`src/rtl/lcd_pkg.sv`:
```
// lcd_pkg: shared definitions for the LCD pattern generator.
// Holds the pattern-mode encoding, the 3-bit colour indices and helpers that
// turn a colour index into a full {R,G,B} word of any channel width.
package lcd_pkg;

  // Run-time pattern select.
  typedef enum logic [1:0] {
    MODE_BARS   = 2'd0,
    MODE_GRID   = 2'd1,
    MODE_SQUARE = 2'd2,
    MODE_SOLID  = 2'd3
  } mode_e;

  // Colour index: bit 2 = R, bit 1 = G, bit 0 = B (each channel full on/off).
  localparam logic [2:0] COL_BLACK   = 3'b000;
  localparam logic [2:0] COL_BLUE    = 3'b001;
  localparam logic [2:0] COL_GREEN   = 3'b010;
  localparam logic [2:0] COL_CYAN    = 3'b011;
  localparam logic [2:0] COL_RED     = 3'b100;
  localparam logic [2:0] COL_MAGENTA = 3'b101;
  localparam logic [2:0] COL_YELLOW  = 3'b110;
  localparam logic [2:0] COL_WHITE   = 3'b111;

  // Widest channel the expansion helper supports.
  localparam int MAX_DATA_W = 16;

  // Expand a colour index to {R,G,B}, each channel data_w bits wide, packed
  // into the low 3*data_w bits of the result (upper bits zero).
  function automatic logic [3*MAX_DATA_W-1:0] col_expand(input logic [2:0] idx,
                                                         input int data_w);
    logic [3*MAX_DATA_W-1:0] wide;
    wide = '0;
    for (int i = 0; i < 3*MAX_DATA_W; i++) begin
      if (i < data_w)        wide[i] = idx[0];
      else if (i < 2*data_w) wide[i] = idx[1];
      else if (i < 3*data_w) wide[i] = idx[2];
    end
    return wide;
  endfunction

  // Colour-bar order from the left edge of the screen.
  function automatic logic [2:0] bar_color(input logic [2:0] bar);
    logic [2:0] c;
    case (bar)
      3'd0:    c = COL_WHITE;
      3'd1:    c = COL_YELLOW;
      3'd2:    c = COL_CYAN;
      3'd3:    c = COL_GREEN;
      3'd4:    c = COL_MAGENTA;
      3'd5:    c = COL_RED;
      3'd6:    c = COL_BLUE;
      default: c = COL_BLACK;
    endcase
    return c;
  endfunction

endpackage

```
`src/rtl/lcd_timing_cnt.sv`:
```
// lcd_timing_cnt: free-running horizontal/vertical counters for an LCD panel.
// All outputs are combinational decodes of the counter state; the top level
// registers them so every pad signal leaves from a flop.
module lcd_timing_cnt #(
  parameter int H_TOTAL = 524,
  parameter int H_SYNC  = 40,
  parameter int H_START = 42,
  parameter int H_END   = 522,
  parameter int V_TOTAL = 285,
  parameter int V_SYNC  = 9,
  parameter int V_START = 11,
  parameter int V_END   = 283,
  parameter int X_W     = $clog2(H_END - H_START),
  parameter int Y_W     = $clog2(V_END - V_START)
) (
  input  logic           clk,
  input  logic           rst,
  output logic           hs_o,
  output logic           vs_o,
  output logic           de_o,
  output logic [X_W-1:0] x_o,
  output logic [Y_W-1:0] y_o,
  output logic           frame_start_o,
  output logic           frame_end_o
);

  localparam int H_W = $clog2(H_TOTAL + 1);
  localparam int V_W = $clog2(V_TOTAL + 1);

  localparam logic [H_W-1:0] H_TOTAL_C = H_W'(H_TOTAL);
  localparam logic [H_W-1:0] H_SYNC_C  = H_W'(H_SYNC);
  localparam logic [H_W-1:0] H_START_C = H_W'(H_START);
  localparam logic [H_W-1:0] H_END_C   = H_W'(H_END);
  localparam logic [V_W-1:0] V_TOTAL_C = V_W'(V_TOTAL);
  localparam logic [V_W-1:0] V_SYNC_C  = V_W'(V_SYNC);
  localparam logic [V_W-1:0] V_START_C = V_W'(V_START);
  localparam logic [V_W-1:0] V_END_C   = V_W'(V_END);

  logic [H_W-1:0] h_cnt_q;
  logic [V_W-1:0] v_cnt_q;
  logic           h_act;
  logic           v_act;

  // Pixel counter wraps each line; line counter advances on the wrap.
  always_ff @(posedge clk) begin
    if (rst) begin
      h_cnt_q <= '0;
      v_cnt_q <= '0;
    end else if (h_cnt_q == H_TOTAL_C) begin
      h_cnt_q <= '0;
      v_cnt_q <= (v_cnt_q == V_TOTAL_C) ? '0 : v_cnt_q + 1'b1;
    end else begin
      h_cnt_q <= h_cnt_q + 1'b1;
    end
  end

  // Sync, enable and coordinate decode of the current counter state.
  always_comb begin
    h_act         = (h_cnt_q >= H_START_C) && (h_cnt_q < H_END_C);
    v_act         = (v_cnt_q >= V_START_C) && (v_cnt_q < V_END_C);
    hs_o          = !(h_cnt_q <= H_SYNC_C);
    vs_o          = !(v_cnt_q <= V_SYNC_C);
    de_o          = h_act && v_act;
    x_o           = de_o ? X_W'(h_cnt_q - H_START_C) : '0;
    y_o           = de_o ? Y_W'(v_cnt_q - V_START_C) : '0;
    frame_start_o = (h_cnt_q == '0) && (v_cnt_q == '0);
    frame_end_o   = (h_cnt_q == H_TOTAL_C) && (v_cnt_q == V_TOTAL_C);
  end

endmodule

```
`src/rtl/lcd_pattern_gen.sv`:
```
// lcd_pattern_gen: parametrised LCD timing plus test-pattern generator.
// Patterns: colour bars, grid, bouncing square, solid colour. Mode, solid
// colour and square position only change at frame end, so a frame is never
// torn. Optional macro LCD_OUT_REG_EN adds one pad register stage on every
// output (latency 2 instead of 1, same reset values, outputs stay aligned).
module lcd_pattern_gen
  import lcd_pkg::*;
#(
  parameter int H_TOTAL   = 524,
  parameter int H_SYNC    = 40,
  parameter int H_START   = 42,
  parameter int H_END     = 522,
  parameter int V_TOTAL   = 285,
  parameter int V_SYNC    = 9,
  parameter int V_START   = 11,
  parameter int V_END     = 283,
  parameter int DATA_W    = 8,
  parameter int SQ_SIZE   = 64,
  parameter int SQ_STEP   = 2,
  parameter int GRID_LOG2 = 5
) (
  input  logic                               clk,
  input  logic                               rst,
  input  logic [1:0]                         mode,
  input  logic [3*DATA_W-1:0]                solid_rgb,
  output logic                               lcd_hs,
  output logic                               lcd_vs,
  output logic                               lcd_de,
  output logic [$clog2(H_END-H_START)-1:0]   lcd_x,
  output logic [$clog2(V_END-V_START)-1:0]   lcd_y,
  output logic [3*DATA_W-1:0]                lcd_rgb,
  output logic                               frame_start
);

  localparam int SCREEN_X = H_END - H_START;
  localparam int SCREEN_Y = V_END - V_START;
  localparam int X_W      = $clog2(SCREEN_X);
  localparam int Y_W      = $clog2(SCREEN_Y);
  localparam int RGB_W    = 3 * DATA_W;
  localparam int BAR_W    = SCREEN_X / 8;
  localparam int OUT_W    = 4 + X_W + Y_W + RGB_W;

  // One extra bit on square/bar arithmetic so right/bottom edges never wrap.
  localparam logic [X_W:0]   SQ_SIZE_X  = (X_W+1)'(SQ_SIZE);
  localparam logic [Y_W:0]   SQ_SIZE_Y  = (Y_W+1)'(SQ_SIZE);
  localparam logic [X_W:0]   SQ_STEP_X  = (X_W+1)'(SQ_STEP);
  localparam logic [Y_W:0]   SQ_STEP_Y  = (Y_W+1)'(SQ_STEP);
  localparam logic [X_W:0]   SX_LIM     = (X_W+1)'(SCREEN_X - SQ_SIZE);
  localparam logic [Y_W:0]   SY_LIM     = (Y_W+1)'(SCREEN_Y - SQ_SIZE);
  localparam logic [X_W:0]   BARS_END   = (X_W+1)'(8 * BAR_W);
  localparam logic [X_W-1:0] BAR_W_X    = X_W'(BAR_W);

  // Elaboration-time parameter sanity.
  if (!(H_SYNC < H_START && H_START < H_END && H_END <= H_TOTAL)) begin : g_bad_h
    $error("lcd_pattern_gen: horizontal timing parameters out of order");
  end
  if (!(V_SYNC < V_START && V_START < V_END && V_END <= V_TOTAL)) begin : g_bad_v
    $error("lcd_pattern_gen: vertical timing parameters out of order");
  end
  if (!(SQ_SIZE < SCREEN_X && SQ_SIZE < SCREEN_Y)) begin : g_bad_sq
    $error("lcd_pattern_gen: SQ_SIZE must be smaller than both screen axes");
  end
  if (!(SCREEN_X >= 8 && DATA_W <= MAX_DATA_W && GRID_LOG2 >= 1 &&
        GRID_LOG2 <= X_W && GRID_LOG2 <= Y_W)) begin : g_bad_misc
    $error("lcd_pattern_gen: DATA_W, GRID_LOG2 or screen width unsupported");
  end

  logic           t_hs, t_vs, t_de, t_fs, t_fe;
  logic [X_W-1:0] t_x;
  logic [Y_W-1:0] t_y;

  lcd_timing_cnt #(
    .H_TOTAL (H_TOTAL), .H_SYNC (H_SYNC), .H_START (H_START), .H_END (H_END),
    .V_TOTAL (V_TOTAL), .V_SYNC (V_SYNC), .V_START (V_START), .V_END (V_END),
    .X_W     (X_W),     .Y_W    (Y_W)
  ) u_timing (
    .clk           (clk),
    .rst           (rst),
    .hs_o          (t_hs),
    .vs_o          (t_vs),
    .de_o          (t_de),
    .x_o           (t_x),
    .y_o           (t_y),
    .frame_start_o (t_fs),
    .frame_end_o   (t_fe)
  );

  // Per-frame state: latched mode/colour and square position (dir 1 = moving negative).
  mode_e             mode_q;
  logic [RGB_W-1:0]  solid_q;
  logic [X_W-1:0]    sq_x_q, sq_x_d;
  logic [Y_W-1:0]    sq_y_q, sq_y_d;
  logic              dir_x_q, dir_x_d;
  logic              dir_y_q, dir_y_d;

  // Next square position: step per axis, clamp and reverse at the screen edges.
  always_comb begin
    sq_x_d  = sq_x_q;
    dir_x_d = dir_x_q;
    sq_y_d  = sq_y_q;
    dir_y_d = dir_y_q;
    if (!dir_x_q) begin
      if (({1'b0, sq_x_q} + SQ_STEP_X) >= SX_LIM) begin
        sq_x_d  = X_W'(SCREEN_X - SQ_SIZE);
        dir_x_d = 1'b1;
      end else begin
        sq_x_d = sq_x_q + X_W'(SQ_STEP);
      end
    end else begin
      if ({1'b0, sq_x_q} <= SQ_STEP_X) begin
        sq_x_d  = '0;
        dir_x_d = 1'b0;
      end else begin
        sq_x_d = sq_x_q - X_W'(SQ_STEP);
      end
    end
    if (!dir_y_q) begin
      if (({1'b0, sq_y_q} + SQ_STEP_Y) >= SY_LIM) begin
        sq_y_d  = Y_W'(SCREEN_Y - SQ_SIZE);
        dir_y_d = 1'b1;
      end else begin
        sq_y_d = sq_y_q + Y_W'(SQ_STEP);
      end
    end else begin
      if ({1'b0, sq_y_q} <= SQ_STEP_Y) begin
        sq_y_d  = '0;
        dir_y_d = 1'b0;
      end else begin
        sq_y_d = sq_y_q - Y_W'(SQ_STEP);
      end
    end
  end

  // Frame-end update: sample mode/colour and move the square (in every mode).
  always_ff @(posedge clk) begin
    if (rst) begin
      mode_q  <= MODE_BARS;
      solid_q <= '0;
      sq_x_q  <= '0;
      sq_y_q  <= '0;
      dir_x_q <= 1'b0;
      dir_y_q <= 1'b0;
    end else if (t_fe) begin
      mode_q  <= mode_e'(mode);
      solid_q <= solid_rgb;
      sq_x_q  <= sq_x_d;
      sq_y_q  <= sq_y_d;
      dir_x_q <= dir_x_d;
      dir_y_q <= dir_y_d;
    end
  end

  logic [2:0]       col_idx;
  logic             in_sq;
  logic [RGB_W-1:0] rgb_d;

  // Pattern mux for the current pixel; blank outside the active region.
  always_comb begin
    in_sq = ({1'b0, t_x} >= {1'b0, sq_x_q}) && ({1'b0, t_x} < ({1'b0, sq_x_q} + SQ_SIZE_X)) &&
            ({1'b0, t_y} >= {1'b0, sq_y_q}) && ({1'b0, t_y} < ({1'b0, sq_y_q} + SQ_SIZE_Y));
    col_idx = COL_BLACK;
    case (mode_q)
      MODE_BARS:   col_idx = ({1'b0, t_x} >= BARS_END) ? COL_BLACK
                                                       : bar_color(3'(t_x / BAR_W_X));
      MODE_GRID:   col_idx = ((t_x[GRID_LOG2-1:0] == '0) || (t_y[GRID_LOG2-1:0] == '0))
                             ? COL_WHITE : COL_BLACK;
      MODE_SQUARE: col_idx = in_sq ? COL_WHITE : COL_BLUE;
      default:     col_idx = COL_BLACK;
    endcase
    rgb_d = (mode_q == MODE_SOLID) ? solid_q : RGB_W'(col_expand(col_idx, DATA_W));
    if (!t_de) rgb_d = '0;
  end

  logic             hs_q, vs_q, de_q, fs_q;
  logic [X_W-1:0]   x_q;
  logic [Y_W-1:0]   y_q;
  logic [RGB_W-1:0] rgb_q;

  // Output registers: every pad signal comes from a flop, all on the same edge.
  always_ff @(posedge clk) begin
    if (rst) begin
      hs_q  <= 1'b1;
      vs_q  <= 1'b1;
      de_q  <= 1'b0;
      fs_q  <= 1'b0;
      x_q   <= '0;
      y_q   <= '0;
      rgb_q <= '0;
    end else begin
      hs_q  <= t_hs;
      vs_q  <= t_vs;
      de_q  <= t_de;
      fs_q  <= t_fs;
      x_q   <= t_x;
      y_q   <= t_y;
      rgb_q <= rgb_d;
    end
  end

  logic [OUT_W-1:0] stage1;
  logic [OUT_W-1:0] out_bus;
  assign stage1 = {hs_q, vs_q, de_q, fs_q, x_q, y_q, rgb_q};

`ifdef LCD_OUT_REG_EN
  localparam logic [OUT_W-1:0] OUT_RST = {1'b1, 1'b1, 1'b0, 1'b0, {(OUT_W-4){1'b0}}};
  logic [OUT_W-1:0] pad_q;

  // Extra pad stage delaying the whole output bundle by one cycle.
  always_ff @(posedge clk) begin
    if (rst) pad_q <= OUT_RST;
    else     pad_q <= stage1;
  end
  assign out_bus = pad_q;
`else
  assign out_bus = stage1;
`endif

  assign {lcd_hs, lcd_vs, lcd_de, frame_start, lcd_x, lcd_y, lcd_rgb} = out_bus;

endmodule

```
`config.mk`:
```
export PLATFORM = sky130hd
export DESIGN_NAME = lcd_pattern_gen
export DESIGN_NICKNAME = d
export VERILOG_FILES = /design/src/rtl/lcd_pkg.sv /design/src/rtl/lcd_timing_cnt.sv /design/src/rtl/lcd_pattern_gen.sv
export SDC_FILE = /design/constraint.sdc
export NUM_CORES = 1
export LEC_CHECK = 0
export BUFFER_PORTS_ARGS = -buffer_cell sky130_fd_sc_hd__clkbuf_2
export CAP_MARGIN = 20
export CORE_MARGIN = 1.5
export CORE_UTILIZATION = 50
export CTS_CLUSTER_DIAMETER = 120
export DETAILED_ROUTE_END_ITERATION = 8
export PLACE_DENSITY = 0.7
export RECOVER_POWER = 100
export SLEW_MARGIN = 15
export SYNTH_ARGS = -nofsm -noshare
export SYNTH_HDL_FRONTEND = slang
export SYNTH_SLANG_ARGS = --single-unit
```
`constraint.sdc`:
```
create_clock -name clk -period 4.4 [get_ports clk]
set_clock_uncertainty 0.1 [all_clocks]
set_input_delay 0.22 -clock clk [delete_from_list [all_inputs] [get_ports clk]]
set_output_delay 0.22 -clock clk [all_outputs]
set_load 0.01 [all_outputs]
```
==> results of run 1 <==
## kinds of logic after synthesis
family,after synthesis,share of synthesized area (%)
and+or+nand+nor,274,20.6
AOI/OAI and AO/OA,208,23.0
DFF,109,36.0
buffers and inverters,87,5.78
adders and majority gates,42,8.67
xor gates and xnor gates,41,5.92
## cell usage after synthesis, types with 3 or more instances
cell and instances:
dfxtp_1 109, nand2_1 101, a21oi_1 76, nor2_1 72, ha_1 42, clkbuf_1 38
inv_1 34, o21ai_0 34, nor3_1 27, nand3_1 23, xnor2_1 22, xor2_1 19
a31oi_1 13, buf_2 10, or3_1 10, a211oi_1 9, a311oi_1 8, a31o_2 8
nand4_1 8, a221oi_1 6, and3_1 6, o21a_1 6, nor4_1 5, o211ai_1 5
and4_1 4, nand2b_1 4, a211o_1 3, nor2b_1 3, o21bai_1 3, o221ai_1 3
o22a_1 3
## stage by stage
step | hold WS (ps) | util (%) | total power, mW | setup slack [ps]
finish | 1.95 | 58.4 | 1.93 | 264
global route | 10.1 | 58.4 | 2.00 | 23.9
CTS | 1.32 | 58.9 | 1.95 | 122
detailed placement | 346 | 54.3 | 1.08 | 141
global placement | 342 | 54.3 | 1.08 | 356
floorplan | 227 | - | 1.05 | 468
## cell usage in the layout, fill, tap and decap left out, types with 6 or more instances in the layout
master | Yosys | layout
a221oi_1 | 6 | 6
clkbuf_1 | 38 | 48
a31o_2 | 8 | 8
inv_1 | 34 | 34
a31oi_1 | 13 | 13
nor3_1 | 27 | 27
dfxtp_1 | 109 | 109
xnor2_1 | 22 | 22
clkbuf_16 | 0 | 9
or3_1 | 10 | 10
nor4_1 | 5 | 6
o21ai_0 | 34 | 35
and3_1 | 6 | 6
nand4_1 | 8 | 8
clkbuf_2 | 0 | 29
nand2_1 | 101 | 101
a211oi_1 | 9 | 8
dlygate4sd3_1 | 0 | 23
nand3_1 | 23 | 23
buf_4 | 1 | 7
xor2_1 | 19 | 19
a311oi_1 | 8 | 8
ha_1 | 42 | 42
a21oi_1 | 76 | 76
o21a_1 | 6 | 6
nor2_1 | 72 | 72
## worst max-delay path by stage
| stage | end | cells past startpoint | startpoint | slack [ps] |
|---|---|---|---|---|
| finish | lcd_rgb[22]$_SDFF_PP0_ | 13 | u_timing.h_cnt_q[5]$_SDFF_PP0_ | 260 |
| floorplan | lcd_rgb[10]$_SDFF_PP0_ | 18 | u_timing.h_cnt_q[2]$_SDFF_PP0_ | 470 |
| CTS | lcd_rgb[15]$_SDFF_PP0_ | 13 | u_timing.h_cnt_q[5]$_SDFF_PP0_ | 120 |
| global placement | lcd_rgb[15]$_SDFF_PP0_ | 13 | u_timing.h_cnt_q[5]$_SDFF_PP0_ | 360 |
| detailed placement | lcd_rgb[15]$_SDFF_PP0_ | 13 | u_timing.h_cnt_q[5]$_SDFF_PP0_ | 140 |
| global route | lcd_rgb[22]$_SDFF_PP0_ | 13 | u_timing.h_cnt_q[5]$_SDFF_PP0_ | 20 |
## metal layers
metal  vias to the layer above  track usage (%)  part of all wire (%)
met2                       185             40.4                    48
met4                         0             9.50                   2.5
met1                      2673             32.0                    45
li1                       2823                -                     -
met3                        34             4.34                   4.8
met5                         -                0                     0
## area by class of cell
class	count	area, sq um	share of cell area, %
clock buffer	12	267	3.83
clock inverter	4	55.1	0.791
inverter	35	131	1.89
multi-input combinational	565	3530	50.7
sequential	109	2180	31.4
tap	147	184	2.64
timing repair buffer	107	608	8.74
## sequential cells by signal (all words and copies together) (netlist names)
register and cells:
mode_q 2, u_timing.h_cnt_q 10, lcd_y 9, u_timing.v_cnt_q 9, lcd_rgb 24, dir_x_q 1, solid_q 24, frame_start 1
lcd_de 1, sq_y_q 8, sq_x_q 8, lcd_x 9, dir_y_q 1, lcd_vs 1, lcd_hs 1
## worst reg2reg max path, delay by kind of cell, from the launching register on
kind | cells | cell delay (ps)
DFF | 1 | 430
and+or+nand+nor | 3 | 1240
adders and majority gates | 1 | 270
buffers and inverters | 1 | 190
AOI/OAI and AO/OA | 8 | 1840
## report_power, final
part	internal, mW	leakage (nW)	switching, mW	total [mW]
combinational	0.0364	1.68	0.0414	0.0778
sequential	0.990	0.879	0.00640	0.996
clock	0.490	0.155	0.366	0.856
## repair_timing
| action | in CTS | in global routing |
|---|---|---|
| hold buffers | 23 | 0 |
| setup buffers | 0 | 1 |
| hold endpoints to repair | 23 | 0 |
| resized for setup | 0 | 2 |
| endpoints found under the setup margin | 0 | 9 |
==> results list, run 1 <==
- Floorplan core area: 11900 sq um
- Number of nets produced by synthesis: 831
- Clock net sink count: 109
- Counting stages on the worst path, the most repeated cell is a31oi_1.
- Area growth, synth to finish: 14.8%
* Die width: 113 um
- P_leak: 2.71 nW
* Prevailing post-synth register cell: dfxtp_1
- In this run the most critical hold path is launched from solid_rgb[2].
* Number of stages on the worst hold path: 3
- STA classifies the critical path endpoint as a flip-flop.
* Number of vias per cell after detailed routing: 5.84
* Final number of max-transition violations: 36
* RR Startpoint: u_timing.h_cnt_q[5]$_SDFF_PP0_
- The initial utilization of the core area, before any placement, comes to 50.9%.
* Worst Setup Start Kind: flip-flop
- Buffer and inverter count on the worst path: 1
- The floorplan step defined a die boundary enclosing 12800 sq um.
- The clock reaches the later pin of the worst-skew pair after 350 ps.
- IR analysis of the VDD net gives a maximum drop of 0.154 mV.
- Buffers placed on the I/O ports in this run total 73.
* End point of the worst hold path: solid_q[2]$_SDFFE_PP0P_
- After floorplanning, the core was divided into 40 placement rows.
* Endpoint of the lowest-slack register-to-register path: lcd_rgb[22]$_SDFF_PP0_
- Initial antenna violation count: 0
* Length of the first detailed-routing pass in iterations: 5
- Detailed-route DRC error count: 0
- Ports: 74
* Area after detailed placement: 6470 sq um
- Final hold violation count: 0
- Start-to-end type of the worst setup path: flip-flop to flip-flop
- Counting flops with a built-in enable in the synthesized netlist gives 0.
* CTS tree: yes
* Count of warnings emitted by yosys: 0
- Sequential cells were found to cover 36.0% of the synthesized design area.
* Upper clock frequency limit: 242 MHz
- Yosys attributes the largest share of cell area to dfxtp_1 (36%), ha_1 (8.7%), a21oi_1 (6.3%), nand2_1 (6.3%), nor2_1 (4.5%).
- Overflow left after global routing: 0
* Maximum level of the CTS H-tree: 3
- Gate count after technology mapping: 761
- Kind of cell adding the most delay to the critical path: compound AO/OA/AOI/OAI gates
* Detailed router's first-iteration violation count: 420
- Fraction of the cycle the final worst path needs: 94.0%
- Master cell of the clock root buffer: clkbuf_16
* Max_slew headroom: -9.12%
- Clock slew seen by the registers of the worst setup and hold paths: 70 ps
- The flow ran to the end, but the final reports show violations.
- Setup repair after global routing left no endpoint under its margin.
- Total placed cells including tap cells: 939
- Counting distinct cell types in the post-synthesis netlist gives 65.
- Post-layout nets: 897
- In this run, synthesis produced a sequential element count of 109.
- The repair_antennas step left the layout with diodes totalling 0.
- Share of synthesized flip-flops with an asynchronous set or reset: 0%
* Hold Crit Class: primary input to flip-flop
* Hpwl dp: 10.8 mm
- Fillers: 1129
* Count of endpoints failing setup in the final report: 0
- Max-cap violations in this run came to 1.
* Setup slack on the worst flop-to-flop path: 260 ps
- Cts bufs inserted: 9
- Summed over all layers, the routed wires come to 15.6 mm.
- Die height: 113 um
- Number of nets still failing antenna checks after routing: 0
* Time the final worst path needs with I/O delays and setup: 4140 ps
* Final non-filler cell area: 6960 sq um
* Highest cell delay on the worst timing path: 530 ps
- Worst-Margin Slew: 1640 ps
* Post-Synthesis Cell Area: 6060 sq um
- Maximum fanout encountered on the critical timing path: 16
* Total number of vias: 5715
* Buffer levels on the longest clock path: 2
* Required time at the endpoint of the critical path: 4570 ps
- The final reports fail on max-capacitance violations, max-slew violations.
* Share of the synthesized area in the top cell type: 36.0%
* Overall global routing resource usage: 24.5%
* Layout cells sized above 1: 8.77%
* Cell count of the worst reg-to-reg path: 13
- Cell type contributing the most total cell area after synthesis: dfxtp_1
- Averaged over all synthesized cells, the footprint is 7.97 sq um.
- Worst endpoint data arrival time: 4310 ps
* P per Cell Area: 277 nW/um^2
- Final cell count without fillers: 979
* Setup total negative slack: 0 ps
* First-pass GRT wire length: 25.4 mm
- Largest net degree at the start of global routing: 58
* Wirelength per Cell: 15.9 um
- The largest individual stage delay along the critical path comes from the cell or3_1.
- Vias in the first global route: 5229
* Last weighted congestion value of the routability-driven placer: 0.884
- The critical path goes through or3_1, o41ai_2, o211ai_1, or2_2, nor2_1, ha_1, o21ai_0, a31oi_1, a2111o_1, a211oi_2, a31oi_4, clkbuf_2, a31oi_1.
Power figures use the tool's default switching activity.
==> run 2: changes to the inputs <==
Settings changed: CORE_UTILIZATION 50 to 45, PLACE_DENSITY 0.7 to not set.
==> results list, run 2 (synthesis results as in run 1) <==
* Result of the run: finished clean
- The final total negative setup slack is 0 ps (unchanged).
- The global-route wire length before repair was 26.2 mm (+3.4%).
* Wirelength per Cell: 15.7 um (-1.2%)
- Time the final worst path needs with I/O delays and setup: 4120 ps (-16.8 ps)
- The number of buffers inserted by post-CTS setup repair is 0 (unchanged).
- The final hold slack is 10.4 ps (+8.50 ps).
- The setup-violating endpoint count in the final report came to 0 (unchanged).
- The H-tree depth came to 3 (unchanged).
- The overall via count from detail_route is 5727 (+0.21%).
- Buffer levels on the longest clock path: 2 (unchanged)
- The number of DRC markers in iteration 0 is 471 (+12%).
* Die height: 119 um (+5.3%)
- Largest net degree at the start of global routing: 58 (unchanged)
- The required time at the worst-slack endpoint is 4590 ps (+20 ps).
* Ordered list of cells on the worst path: or3_1, o41ai_2, o211ai_1, or2_2, nor2_1, ha_1, o21ai_0, a31oi_1, a2111o_1, a211oi_2, a31oi_4, a21boi_4, a21oi_1
- The fraction of the cycle the final worst path needs was 93.6% (-0.38 points).
- Final hold violation count: 0 (unchanged)
* Clock slew seen by the registers of the worst setup and hold paths: 80 ps (about the same)
* Max-cap violation count: 0 (-1)
* End point of the worst hold path: solid_q[2]$_SDFFE_PP0P_
- The cell family contributing the most delay on the critical path is compound AO/OA/AOI/OAI gates.
- Commonest non-fill, non-tap cells in the layout: dfxtp_1 (108), nand2_1 (101), a21oi_1 (76)
- Start-to-end type of the worst setup path: flip-flop to flip-flop
- Overflow left after global routing: 0 (unchanged)
* Detailed-route DRC error count: 0 (unchanged)
- RR Startpoint: u_timing.h_cnt_q[7]$_SDFF_PP0_
- The quantity of I/O buffers inserted on ports was 73 (unchanged).
* Worst Setup Start Kind: flip-flop
- The relative slew slack came to 15.2% (+24 points).
* Clock net sink count: 109 (unchanged)
- The critical path starts at u_timing.h_cnt_q[7]$_SDFF_PP0_.
- The number of core rows is 42 (+5.0%).
- Number of nets still failing antenna checks after routing: 0 (unchanged)
- Buffer and inverter count on the worst path: 0 (-1)
- Setup repair after global routing missed its margin: no
* Worst path slowest cell: or2_2
- Final routed wirelength across all metal layers: 15.9 mm (+2.1%)
- The data arrival time of the critical path came to 4310 ps (about the same).
- The worst register-to-register path ends at lcd_rgb[15]$_SDFF_PP0_.
- Layout cells sized above 1: 8.97% (+0.20 points)
* Clock Latency Late Sink: 360 ps (about the same)
* Hold Crit Class: primary input to flip-flop
- The actual slew at the worst max-slew pin is 1270 ps (-365 ps).
- Upper clock frequency limit: 243 MHz (+0.41%)
- The die area was 14200 sq um (+11%).
- Number of stages on the worst hold path: 3 (unchanged)
- Hold path startpoint: solid_rgb[2]
* Effective utilization at floorplan: 46.0% (-4.9 points)
- Most frequent standard cell in the layout excluding fill and tap cells: dfxtp_1
- Overall global routing resource usage: 22.8% (-1.7 points)
* Last weighted congestion value of the routability-driven placer: 0.913 (+3.4%)
- CTS tree: yes
* Number of vias per cell after detailed routing: 5.66 (-3.1%)
* Max IR drop VDD: 0.161 mV (+4.8%)
- P per Cell Area: 269 nW/um^2 (-3.1%)
- The placeable core region was 13200 sq um (+11%).
* P_leak: 2.73 nW (+0.42%)
* Post-layout nets: 901 (+0.45%)
- Vias in the first global route: 5319 (+1.7%)
- The largest fanout on the critical path was 16 (unchanged).
- Compared with the post-synthesis result, the final layout area differs by 15.4%.
- Cts bufs inserted: 9 (unchanged)
- Initial antenna violation count: 0 (unchanged)
* Hpwl dp: 11.4 mm (+5.6%)
- STA classifies the critical path endpoint as a flip-flop.
- The total I/O pin count was 74 (unchanged).
- Master cell of the clock root buffer: clkbuf_16
- Length of the first detailed-routing pass in iterations: 5 (unchanged)
- The peak per-stage delay on the critical path is 490 ps (-40 ps).
* Die width: 119 um (+5.3%)
* Final number of max-transition violations: 0 (-100%)
- The antenna diode count is 0 (unchanged).
* Cell count of the worst reg-to-reg path: 13 (unchanged)
- Setup slack on the worst flop-to-flop path: 280 ps (+20 ps)
[run 2: final cells by class]
cell class / count / area [sq um]
clock buffer: 10 / 239
clock inverter: 6 / 67.6
sequential: 109 / 2180
inverter: 35 / 131
tap: 176 / 220
fill: 1306 / 6190
timing repair buffer: 111 / 636
multi-input combinational: 565 / 3520
[run 2: worst max-delay path by stage]
stage                        endpoint  slack, ps  cells past startpoint
6_report       lcd_rgb[15]$_SDFF_PP0_        280                     13
5_1_grt        lcd_rgb[15]$_SDFF_PP0_         40                     13
4_1_cts        lcd_rgb[15]$_SDFF_PP0_        150                     14
3_5_place_dp   lcd_rgb[15]$_SDFF_PP0_        170                     14
3_3_place_gp   lcd_rgb[15]$_SDFF_PP0_        400                     14
2_1_floorplan  lcd_rgb[10]$_SDFF_PP0_        470                     18
[run 2: layer usage]
metal | vias to the layer above | global-route usage [%] | wire length [um]
met2 | 178 | 37.6 | 7640
met1 | 2709 | 30.1 | 7230
met5 | - | 0 | 0
met3 | 14 | 4.45 | 871
met4 | 0 | 6.70 | 188
li1 | 2826 | - | -
[run 2: per-stage QoR]
step / power [mW] / area (sq um) / worst slack [ps] / instances / utilization (%)
6_report: 1.88 / 7000 / 281 / 1012 / 53.0
3_5_place_dp: 1.08 / 6530 / 172 / 972 / 49.5
2_1_floorplan: 1.05 / 6060 / 468 / 761 / -
4_1_cts: 1.91 / 7080 / 151 / 1012 / 53.7
5_1_grt: 1.96 / 7000 / 35.3 / 1012 / 53.0
3_3_place_gp: 1.08 / 6530 / 395 / 972 / 49.5
[run 2: power breakdown]
group | leakage (nW) | total, mW | switching (mW) | internal, mW
Combinational | 1.70 | 0.0785 | 0.0411 | 0.0373
Sequential | 0.879 | 0.994 | 0.00438 | 0.990
Clock | 0.150 | 0.808 | 0.392 | 0.417
Total | 2.73 | 1.88 | 0.437 | 1.44
[run 2: tightest hold or removal path, delay by kind of cell]
kind / cells / cell delay [ps]
AND/OR/NAND/NOR: 1 / 60
buffers and inverters: 1 / 80
AO/OA/AOI/OAI: 1 / 60
[run 2: what timing repair did]
| action | 4_1_cts | 5_1_grt |
|---|---|---|
| endpoints found under the setup margin | 0 | 8 |
| hold endpoints to repair | 24 | 0 |
| hold buffers | 24 | 0 |
| gates resized for setup | 0 | 4 |
